==> src/rtl/muldiv_pkg.sv <==
// muldiv_pkg: opcodes, FSM encoding and counter sizing shared by the
// iterative multiply/divide unit.
package muldiv_pkg;

   localparam logic [3:0] ALU_MUL   = 4'b0111;
   localparam logic [3:0] ALU_UMULL = 4'b0101;
   localparam logic [3:0] ALU_SMULL = 4'b0110;
   localparam logic [3:0] ALU_DIV   = 4'b0100;

   typedef enum logic [2:0] {
      ST_IDLE,
      ST_MUL,
      ST_DIV,
      ST_FIX,
      ST_DONE
   } state_t;

   function automatic int cnt_w(input int w);
      return $clog2(w) + 1;
   endfunction

   localparam int CNT_W = cnt_w(32);

   function automatic logic is_valid_op(input logic [3:0] op);
      return (op == ALU_MUL) || (op == ALU_UMULL) ||
             (op == ALU_SMULL) || (op == ALU_DIV);
   endfunction

endpackage

==> src/rtl/muldiv_iter_unit_if.sv <==
// muldiv_iter_unit_if: request/result bundle between decode, the
// multiply/divide unit and writeback.
interface muldiv_iter_unit_if #(parameter int WIDTH = 32);

   logic             Start;
   logic [3:0]       ALUControl;
   logic [WIDTH-1:0] SrcA;
   logic [WIDTH-1:0] SrcB;
   logic             Busy;
   logic             Done;
   logic [WIDTH-1:0] Result;
   logic [WIDTH-1:0] ResultHi;
   logic             DivByZero;
   logic             ResultN;
   logic             ResultZ;

   modport master (
      output Start, ALUControl, SrcA, SrcB,
      input  Busy, Done, Result, ResultHi,
      input  DivByZero, ResultN, ResultZ
   );

   modport slave (
      input  Start, ALUControl, SrcA, SrcB,
      output Busy, Done, Result, ResultHi,
      output DivByZero, ResultN, ResultZ
   );

endinterface

==> src/rtl/muldiv_sign_fix.sv <==
// muldiv_sign_fix: conditional two's-complement negate, used both for
// operand magnitudes and for restoring the sign of a long product.
module muldiv_sign_fix #(
   parameter int N = 32
) (
   input  logic [N-1:0] i_val,
   input  logic         i_neg,
   output logic [N-1:0] o_val
);

   assign o_val = i_neg ? (~i_val + N'(1)) : i_val;

endmodule

==> src/rtl/muldiv_iter_unit.sv <==
// muldiv_iter_unit: radix-2 multiply / restoring divide, one bit per cycle.
// Define MULDIV_EARLY_TERM_EN to end multiplies once the multiplier runs out.
module muldiv_iter_unit
   import muldiv_pkg::*;
#(
   parameter int WIDTH = 32
) (
   input  logic clk,
   input  logic reset,
   muldiv_iter_unit_if.slave bus
);

   localparam int CW = cnt_w(WIDTH);
   localparam int W2 = 2 * WIDTH;

   state_t           r_state;
   logic [3:0]       r_op;
   logic [CW-1:0]    r_cnt;
   logic             r_neg;
   logic [W2-1:0]    r_prod;
   logic [W2-1:0]    r_mcand;
   logic [WIDTH-1:0] r_mplr;
   logic [WIDTH-1:0] r_rem;
   logic [WIDTH-1:0] r_div;
   logic             r_busy;
   logic             r_done;
   logic             r_dbz;
   logic             r_n;
   logic             r_z;
   logic [WIDTH-1:0] r_res;
   logic [WIDTH-1:0] r_hi;

   logic             w_smull;
   logic             w_long;
   logic             w_last;
   logic [WIDTH-1:0] w_abs_a;
   logic [WIDTH-1:0] w_abs_b;
   logic [W2-1:0]    w_fixed;
   logic [W2-1:0]    w_sum;
   logic [WIDTH:0]   w_shift;
   logic [WIDTH:0]   w_diff;

   assign w_smull = (bus.ALUControl == ALU_SMULL);
   assign w_long  = (r_op == ALU_UMULL) || (r_op == ALU_SMULL);

   muldiv_sign_fix #(.N(WIDTH)) u_abs_a (
      .i_val (bus.SrcA),
      .i_neg (w_smull & bus.SrcA[WIDTH-1]),
      .o_val (w_abs_a)
   );

   muldiv_sign_fix #(.N(WIDTH)) u_abs_b (
      .i_val (bus.SrcB),
      .i_neg (w_smull & bus.SrcB[WIDTH-1]),
      .o_val (w_abs_b)
   );

   muldiv_sign_fix #(.N(W2)) u_fix (
      .i_val (r_prod),
      .i_neg (r_neg),
      .o_val (w_fixed)
   );

   assign w_sum   = r_mplr[0] ? (r_prod + r_mcand) : r_prod;
   // r_mplr doubles as dividend shift-out / quotient shift-in
   assign w_shift = {r_rem, r_mplr[WIDTH-1]};
   assign w_diff  = w_shift - {1'b0, r_div};

`ifdef MULDIV_EARLY_TERM_EN
   assign w_last = (r_cnt == CW'(WIDTH - 1)) ||
                   (r_mplr[WIDTH-1:1] == '0);
`else
   assign w_last = (r_cnt == CW'(WIDTH - 1));
`endif

   always_ff @(posedge clk) begin
      if (reset) begin
         r_state <= ST_IDLE;
         r_op    <= '0;
         r_cnt   <= '0;
         r_neg   <= 1'b0;
         r_prod  <= '0;
         r_mcand <= '0;
         r_mplr  <= '0;
         r_rem   <= '0;
         r_div   <= '0;
         r_busy  <= 1'b0;
         r_done  <= 1'b0;
         r_dbz   <= 1'b0;
         r_n     <= 1'b0;
         r_z     <= 1'b1;
         r_res   <= '0;
         r_hi    <= '0;
      end else begin
         r_done <= 1'b0;
         unique case (r_state)
            ST_IDLE: begin
               if (bus.Start && is_valid_op(bus.ALUControl)) begin
                  r_op   <= bus.ALUControl;
                  r_cnt  <= '0;
                  r_busy <= 1'b1;
                  r_dbz  <= 1'b0;
                  r_prod <= '0;
                  r_rem  <= '0;
                  r_neg  <= w_smull &
                            (bus.SrcA[WIDTH-1] ^ bus.SrcB[WIDTH-1]);
                  if (bus.ALUControl == ALU_DIV) begin
                     r_mplr  <= bus.SrcA;
                     r_div   <= bus.SrcB;
                     r_mcand <= '0;
                     r_state <= ST_DIV;
                  end else begin
                     r_mplr  <= w_abs_b;
                     r_div   <= '0;
                     r_mcand <= W2'(w_abs_a);
                     r_state <= ST_MUL;
                  end
               end
            end
            ST_MUL: begin
               r_prod  <= w_sum;
               r_mcand <= r_mcand << 1;
               r_mplr  <= r_mplr >> 1;
               r_cnt   <= r_cnt + CW'(1);
               if (w_last) r_state <= ST_FIX;
            end
            ST_DIV: begin
               if (r_div == '0) begin
                  r_res   <= '1;
                  r_hi    <= r_mplr;
                  r_dbz   <= 1'b1;
                  r_n     <= 1'b1;
                  r_z     <= 1'b0;
                  r_busy  <= 1'b0;
                  r_done  <= 1'b1;
                  r_state <= ST_DONE;
               end else begin
                  r_rem  <= w_diff[WIDTH] ? w_shift[WIDTH-1:0]
                                          : w_diff[WIDTH-1:0];
                  r_mplr <= {r_mplr[WIDTH-2:0], ~w_diff[WIDTH]};
                  r_cnt  <= r_cnt + CW'(1);
                  if (r_cnt == CW'(WIDTH - 1)) r_state <= ST_FIX;
               end
            end
            ST_FIX: begin
               if (r_op == ALU_DIV) begin
                  r_res <= r_mplr;
                  r_hi  <= r_rem;
                  r_n   <= r_mplr[WIDTH-1];
                  r_z   <= (r_mplr == '0);
               end else begin
                  r_res <= w_fixed[WIDTH-1:0];
                  r_hi  <= w_fixed[W2-1:WIDTH];
                  r_n   <= w_long ? w_fixed[W2-1] : w_fixed[WIDTH-1];
                  r_z   <= w_long ? (w_fixed == '0)
                                  : (w_fixed[WIDTH-1:0] == '0);
               end
               r_busy  <= 1'b0;
               r_done  <= 1'b1;
               r_state <= ST_DONE;
            end
            ST_DONE: r_state <= ST_IDLE;
            default: r_state <= ST_IDLE;
         endcase
      end
   end

   assign bus.Busy      = r_busy;
   assign bus.Done      = r_done;
   assign bus.Result    = r_res;
   assign bus.ResultHi  = r_hi;
   assign bus.DivByZero = r_dbz;
   assign bus.ResultN   = r_n;
   assign bus.ResultZ   = r_z;

endmodule

==> src/flat_wrapper.sv <==
// flat-port wrapper written by rule: the top's interface ports become plain ports
module muldiv_iter_unit_flat import muldiv_pkg::*;
#(
   parameter int WIDTH = 32
)
  (clk, reset, bus_Start, bus_ALUControl, bus_SrcA, bus_SrcB, bus_Busy, bus_Done, bus_Result, bus_ResultHi, bus_DivByZero, bus_ResultN, bus_ResultZ);
  muldiv_iter_unit_if #(.WIDTH(WIDTH)) bus_i ();
  input  logic clk;
  input  logic reset;
  input wire logic [$bits(bus_i.Start)-1:0] bus_Start;
  input wire logic [$bits(bus_i.ALUControl)-1:0] bus_ALUControl;
  input wire logic [$bits(bus_i.SrcA)-1:0] bus_SrcA;
  input wire logic [$bits(bus_i.SrcB)-1:0] bus_SrcB;
  output wire logic [$bits(bus_i.Busy)-1:0] bus_Busy;
  output wire logic [$bits(bus_i.Done)-1:0] bus_Done;
  output wire logic [$bits(bus_i.Result)-1:0] bus_Result;
  output wire logic [$bits(bus_i.ResultHi)-1:0] bus_ResultHi;
  output wire logic [$bits(bus_i.DivByZero)-1:0] bus_DivByZero;
  output wire logic [$bits(bus_i.ResultN)-1:0] bus_ResultN;
  output wire logic [$bits(bus_i.ResultZ)-1:0] bus_ResultZ;
  assign bus_i.Start = bus_Start;
  assign bus_i.ALUControl = bus_ALUControl;
  assign bus_i.SrcA = bus_SrcA;
  assign bus_i.SrcB = bus_SrcB;
  assign bus_Busy = bus_i.Busy;
  assign bus_Done = bus_i.Done;
  assign bus_Result = bus_i.Result;
  assign bus_ResultHi = bus_i.ResultHi;
  assign bus_DivByZero = bus_i.DivByZero;
  assign bus_ResultN = bus_i.ResultN;
  assign bus_ResultZ = bus_i.ResultZ;
  muldiv_iter_unit #(.WIDTH(WIDTH)) u_core (.clk(clk), .reset(reset), .bus(bus_i));
endmodule
==> config.mk <==
export PLATFORM = sky130hd
export DESIGN_NAME = muldiv_iter_unit_flat
export DESIGN_NICKNAME = d
export VERILOG_FILES = /design/src/rtl/muldiv_pkg.sv /design/src/rtl/muldiv_iter_unit_if.sv /design/src/rtl/muldiv_sign_fix.sv /design/src/rtl/muldiv_iter_unit.sv /design/src/flat_wrapper.sv
export SDC_FILE = /design/constraint.sdc
export NUM_CORES = 1
export LEC_CHECK = 0
export BUFFER_PORTS_ARGS = -buffer_cell sky130_fd_sc_hd__buf_2
export CAP_MARGIN = 20
export CORE_AREA = 2 2 267 269
export CTS_CLUSTER_DIAMETER = 40
export DETAILED_ROUTE_END_ITERATION = 16
export DIE_AREA = 0 0 269 271
export PLACE_DENSITY = 0.51
export RECOVER_POWER = 100
export SLEW_MARGIN = 25
export SYNTH_ARGS = -nofsm -noshare
export SYNTH_HDL_FRONTEND = slang
export SYNTH_SLANG_ARGS = --single-unit
==> constraint.sdc <==
create_clock -name clk -period 5.5 [get_ports clk]
set_input_delay 1.1 -clock clk [delete_from_list [all_inputs] [get_ports clk]]
set_output_delay 1.1 -clock clk [all_outputs]
set_load 0.05 [all_outputs]
# --- Yosys cells after proc, flatten, opt, wreduce, memory -nomap -nowiden ---
# Cells that the tools add are included.
classes:
  n_reduce_logical: 23
  add_sub_neg: 6
  n_eq_ne: 15
  muxes: 46
  bitwise: 8
ops:
  columns: ["operator", "count"]
  rows:
  - ["$mux W32", 14]
  - ["$mux W64", 4]
  - ["$pmux W64 S2", 2]
  - ["$pmux W32 S2", 3]
  - ["$logic_not A32 Y1", 3]
  - ["$pmux W32 S3", 1]
  - ["$add A32 B1 Y32 const B", 2]
  - ["$add A64 B1 Y64 const B", 1]
  - ["$add A64 B64 Y64", 1]
  - ["$logic_not A64 Y1", 1]
  - ["$not A32 Y32", 2]
  - ["$not A64 Y64", 1]
  - ["$sub A33 B32 Y33", 1]
  - ["$eq A4 B3 Y1 const B", 7]
  - ["$pmux W6 S3", 1]
  - ["$reduce_and A3 Y1", 5]
  - ["$mux W6", 2]
  - ["$pmux W3 S4", 1]
  - ["$mux W1", 9]
  - ["$mux W3", 3]
  - ["$pmux W1 S2", 4]
  - ["$add A6 B1 Y6 const B", 1]
  - ["$eq A3 B2 Y1 const B", 2]
  - ["$eq A6 B5 Y1 const B", 1]
  - ["14 further kinds", 26]
word_totals:
  inputBits: 71
  output_inout_bits: 69
  word_cells: 114
  regBits: 307

# --- Depth between registers and ports, before layout ---
logic_depth:
  ltp_word: 7
  depth_mapped: 16
  depth_no_buf: 14

# --- Hierarchy ---
# From an unflattened synthesis, not the netlist that was laid out.
hier_totals:
  hier_cells: 2778
  hier_area_um2: 21394.3
modules_own_cells:
  columns: ["module", "instances", "area_each_um2", "cells_each", "seq_area_each_um2"]
  rows:
  - ["muldiv_iter_unit", 1, 18310.1, 2383, 6145.9]
  - ["muldiv_sign_fix at u_core.u_abs_a ...", 2, 777.0, 99, 0.0]
  - ["muldiv_sign_fix at u_core.u_fix", 1, 1530.2, 197, 0.0]

# --- Least setup slack after synthesis ---
# No wires, ideal clock.
synth_path:
  path_type: "in2reg"
  start: "in bus_SrcB[1]"
  end: "reg u_core.r_mplr[28]"
  path_stages: 13
  setup_ps: 86
  setup_slack_ps: 1135
  arrival_ps: 4279
  n_path_buf: 0
  required_ps: 5414
  path_cell_list: "inv_1 ha_1 or3b_2 or4_1 or4_1 or3_1 nor2b_1 nand2_1 o41ai_1 xor2_1 a211oi_1 a221oi_1 a211oi_1"
synth_between:
  elab_chain_len: 6
synth_lines:
  columns: ["element", "line", "text"]
  rows:
  - ["start: declaration", "flat_wrapper.sv:13", "input wire logic [$bits(bus_i.SrcB)-1:0] bus_SrcB;"]
  - ["$not A32 Y32", "muldiv_sign_fix.sv:11", "assign o_val = i_neg ? (~i_val + N'(1)) : i_val;"]
  - ["$add A32 B1 Y32", "muldiv_sign_fix.sv:11", null]
  - ["$mux W32", "muldiv_sign_fix.sv:11", null]
  - ["$mux W32", "muldiv_iter_unit.sv:107", "if (bus.ALUControl == ALU_DIV) begin"]
  - ["$mux W32", "muldiv_iter_unit.sv:98", "if (bus.Start && is_valid_op(bus.ALUControl)) begin"]
  - ["$pmux W32 S3", "muldiv_iter_unit.sv:96", "unique case (r_state)"]
  - ["end signal: assignment", "muldiv_iter_unit.sv:108", "r_mplr <= bus.SrcA;"]
  - ["end signal: assignment", "muldiv_iter_unit.sv:113", "r_mplr <= w_abs_b;"]
  - ["end signal: assignment", "muldiv_iter_unit.sv:123", "r_mplr <= r_mplr >> 1;"]
  - ["end: declaration", "muldiv_iter_unit.sv:22", "logic [WIDTH-1:0] r_mplr;"]
# Every way passes these cells. The select of a mux whose other input is x is not followed.
# A chain may end at the register's enable or synchronous reset.

# --- Worst setup path after layout ---
layout_path:
  start: "reg u_core.r_state[0]"
  end: "reg u_core.r_mcand[27]"
layout_between:
  elab_chain_len: 3
  elab_cells_between_ends: 6
  cone_classes: "eq/ne: 2; mux: 1; reduce/logical: 3"
layout_lines:
  columns: ["element", "line", "text"]
  rows:
  - ["start: declaration", "muldiv_iter_unit.sv:16", "state_t r_state;"]
  - ["start signal: assignment", "muldiv_iter_unit.sv:78", "r_state <= ST_IDLE;"]
  - ["start signal: assignment", "muldiv_iter_unit.sv:111", "r_state <= ST_DIV;"]
  - ["start signal: assignment", "muldiv_iter_unit.sv:116", "r_state <= ST_MUL;"]
  - ["$eq A3 B1 Y1 / $logic_not A3 Y1 (equally long branches)", "muldiv_iter_unit.sv:96", null]
  - ["$reduce_bool A2 Y1 (no source line) / $ne A2 B1 Y1 (equally long branches)", null, null]
  - ["$reduce_and A2 Y1 (no source line)", null, null]
  - ["end signal: assignment", "muldiv_iter_unit.sv:115", "r_mcand <= W2'(w_abs_a);"]
  - ["end signal: assignment", "muldiv_iter_unit.sv:122", "r_mcand <= r_mcand << 1;"]
  - ["end: declaration", "muldiv_iter_unit.sv:21", "logic [W2-1:0] r_mcand;"]
# Several ways; a longest one is shown, not always the timed one.

==> flow_metrics.env <==
export IMPL_outcome="finished with violations"
export IMPL_setup_slack_ns=0.666
export IMPL_grt_remaining_overflow=0
export IMPL_firstDrtPassIters=6
export IMPL_final_max_slew_viol_count=390
export IMPL_cp_start_kind="flip-flop"
export IMPL_ant_nets=0
export IMPL_synthArstFlopShare_pct=0
export IMPL_antenna_found_initial=7
export IMPL_clk_latency_ns=0.64
export IMPL_ys_top_cells_by_area="dfxtp_1 30%, ha_1 6.0%, nand2_1 5.2%, xor2_1 4.9%, nor2_1 4.8%"
export IMPL_dpl_cell_count=3645
export IMPL_synth_top_area_share_pct=29.5
export IMPL_syn_area_um2=20800
export IMPL_drt_initial_drc_count=2032
export IMPL_relSlewSlack_pct=-153
export IMPL_fin_cells=3752
export IMPL_fp_coreArea_um2=69800
export IMPL_cpMostUsedCell="clkbuf_1"
export IMPL_violations="capacitance limit, slew limit"
export IMPL_avgSynthCellArea_um2=7.63
export IMPL_layout_drive_gt1_share_pct=8.40
export IMPL_wl_um=83700
export IMPL_cts_buffer_depth=3
export IMPL_hold_worst_slack_ns=0.464
export IMPL_endpoint_kind="flip-flop"
export IMPL_period_share_pct=87.9
export IMPL_seq_area_um2=6150
export IMPL_cts_tree="built"
export IMPL_grt_pass1_wl_um=125000
export IMPL_top_level_ports=140
export IMPL_start_util_pct=29.8
export IMPL_cts_root_buf="clkbuf_16"
export IMPL_critPathMaxStageDelay_ns=2.19
export IMPL_hp_class="reg2reg"
export IMPL_critPathRequiredTime_ns=6.02
export IMPL_vias=21300
export IMPL_multi_input_area_um2=13700
export IMPL_path_max_fanout=58
export IMPL_h_tree_depth=2
export IMPL_ys_warn_count=0
export IMPL_regToRegSetupSlack_ns=0.67
export IMPL_powerDensity_nw_per_um2=273
export IMPL_hold_viol_final=0
export IMPL_cts_buffers=57
export IMPL_die_h_um=271
export IMPL_synth_edf_count=0
export IMPL_fmax_mhz=207
export IMPL_maxCapViolations=8
export IMPL_routabilityCongestion=0.950
export IMPL_fin_crit_ns=4.83
export IMPL_syn_to_final_growth_pct=16.2
export IMPL_crit_chain="clkinv_1 > clkbuf_1 > nand3b_1 > clkbuf_1 > nand3_1 > a31oi_1"
export IMPL_synth_seq_cells=307
export IMPL_grt_max_degree=81
export IMPL_p_leak_nw=9.46
export IMPL_r2r_start="u_core.r_state[0]$_SDFFE_PP0N_"
export IMPL_critPathKind="reg2reg"
export IMPL_ir_drop_mv=0.237
export IMPL_post_cts_setup_buffer_count=0
export IMPL_first_global_vias=19900
export IMPL_rr_endpoint="u_core.r_mcand[27]$_SDFFE_PP0P_"
export IMPL_ys_seq_area_share_pct=29.5
export IMPL_dieWidth_um=269
export IMPL_tns_ns=0
export IMPL_critPathArrivalTime_ns=5.36
export IMPL_rr_worst_depth=6
export IMPL_synth_main_ff_cell="dfxtp_1"
export IMPL_dieArea_um2=72900
export IMPL_synth_commonest_cells="307 x dfxtp_1, 290 x nand2_1, 266 x nor2_1, 192 x o21ai_0, 180 x a21oi_1"
export IMPL_num_fill_cells=7395
export IMPL_yosysMostFrequentCell="dfxtp_1"
export IMPL_place_ws_ns=0.512
export IMPL_syn_num_nets=2899
export IMPL_synth_cells=2727
export IMPL_rows=97
export IMPL_final_core_util_pct=34.6
export IMPL_cpMaxStageDelayCell="clkbuf_1"
export IMPL_setup_viol=0
export IMPL_clk_pin_slew_ns=0.06
export IMPL_hold_buffers=0
export IMPL_remaining_drc_errors=0
export IMPL_grt_use_total_pct=22.3
export IMPL_route_detailed_vias_per_inst=5.67
export IMPL_critPathCapture="u_core.r_mcand[27]$_SDFFE_PP0P_"
export IMPL_ys_types=72
export IMPL_cts_resized=0
export IMPL_numClockSinks=307
export IMPL_rsz0062_at_grt="false"
export IMPL_yosysTopAreaCell="dfxtp_1"
export IMPL_fin_skew_ns=0.0400
export IMPL_detail_route_wl_per_cell_um=22.3
export IMPL_io_buffers=139
export IMPL_final_nets=2936
export IMPL_place_hpwl_um=63900
export IMPL_tightest_slew_ns=3.79
export IMPL_startpoint="u_core.r_state[0]$_SDFFE_PP0N_"
power by group:
| part | total (W) | internal, W | switching (W) | leakage, nW |
|---|---|---|---|---|
| Combinational | 0.000556 | 0.000164 | 0.000392 | 5.99 |
| Clock | 0.00369 | 0.00225 | 0.00145 | 0.989 |
| Sequential | 0.00234 | 0.00227 | 0.0000777 | 2.48 |
flip-flops by register name, indices dropped and copies added (netlist names), 3 cells and up:
signal,cells
u_core.r_rem,32
u_core.r_div,32
u_core.r_mcand,64
u_core.bus.ResultHi,32
u_core.r_cnt,6
u_core.r_prod,64
u_core.r_mplr,32
u_core.bus.Result,32
u_core.r_state,3
u_core.r_op,4
final cells by class:
class	count	area share, %
timing repair buffer	175	3.51
antenna	1	0.0103
clock inverter	41	2.16
multi-input combinational	2150	56.6
inverter	73	1.13
tap	940	4.86
sequential	307	25.4
clock buffer	65	6.27
cell usage in the layout (no fill, tap or decap), drive strengths merged, types with 29 or more instances in the layout:
master	instances
a31oi	41
a22o	61
xor2	116
or3	29
inv	90
ha	99
nand3	77
a22oi	32
dfxtp	307
o21ai	194
a221oi	65
nand2	290
nor4	30
a21oi	180
nor3	76
a211oi	91
nand4	41
buf	95
nor2	266
a21o	46
mux2i	30
xnor2	88
o31ai	37
clkbuf	145
through the flow:
step                instance area [um^2]  total power (W)
CTS                                24300          0.00664
floorplan                          20800          0.00269
finish                             24200          0.00659
global route                       24200          0.00679
detailed placement                 22300          0.00294
global placement                   22300          0.00293
routing by layer:
metal,wire (um),up-vias,GRT usage (%)
li1,-,10200,-
met1,37400,10100,30.5
met2,36700,811,34.7
met3,6060,164,3.95
met4,3530,10,8.76
met5,67,-,0
logic make-up after synthesis:
logic type,after synthesis,synth area share [%]
AO/OA/AOI/OAI,884,28.4
adder cells (fa/ha/maj),101,6.15
multiplexers,30,1.44
AND/OR/NAND/NOR,931,20.8
XOR/XNOR,204,8.59
buffers and inverters,270,5.03
flip-flops,307,29.5
critical path, delay by kind of cell, from the launching register on:
kind,cells,cell delay [ns]
buffers and inverters,3,2.97
and+or+nand+nor,2,0.77
DFF,1,0.64
AOI/OAI and AO/OA,1,0.27
how the worst min path moves through the flow:
stage | from | endpoint | depth (start not counted) | slack (ns)
finish | u_core.r_op[3]$_SDFFE_PP0P_ | u_core.r_op[3]$_SDFFE_PP0P_ | 1 | 0.46
global route | u_core.r_mcand[32]$_SDFFE_PP0P_ | u_core.r_mcand[33]$_SDFFE_PP0P_ | 2 | 0.49
CTS | u_core.r_op[3]$_SDFFE_PP0P_ | u_core.r_op[3]$_SDFFE_PP0P_ | 1 | 0.46
detailed placement | u_core.r_op[3]$_SDFFE_PP0P_ | u_core.r_op[3]$_SDFFE_PP0P_ | 1 | 0.45
global placement | u_core.r_op[3]$_SDFFE_PP0P_ | u_core.r_op[3]$_SDFFE_PP0P_ | 1 | 0.44
floorplan | u_core.r_op[3]$_SDFFE_PP0P_ | u_core.r_op[3]$_SDFFE_PP0P_ | 1 | 0.42
Note: power is estimated with default switching activity, not from simulation.
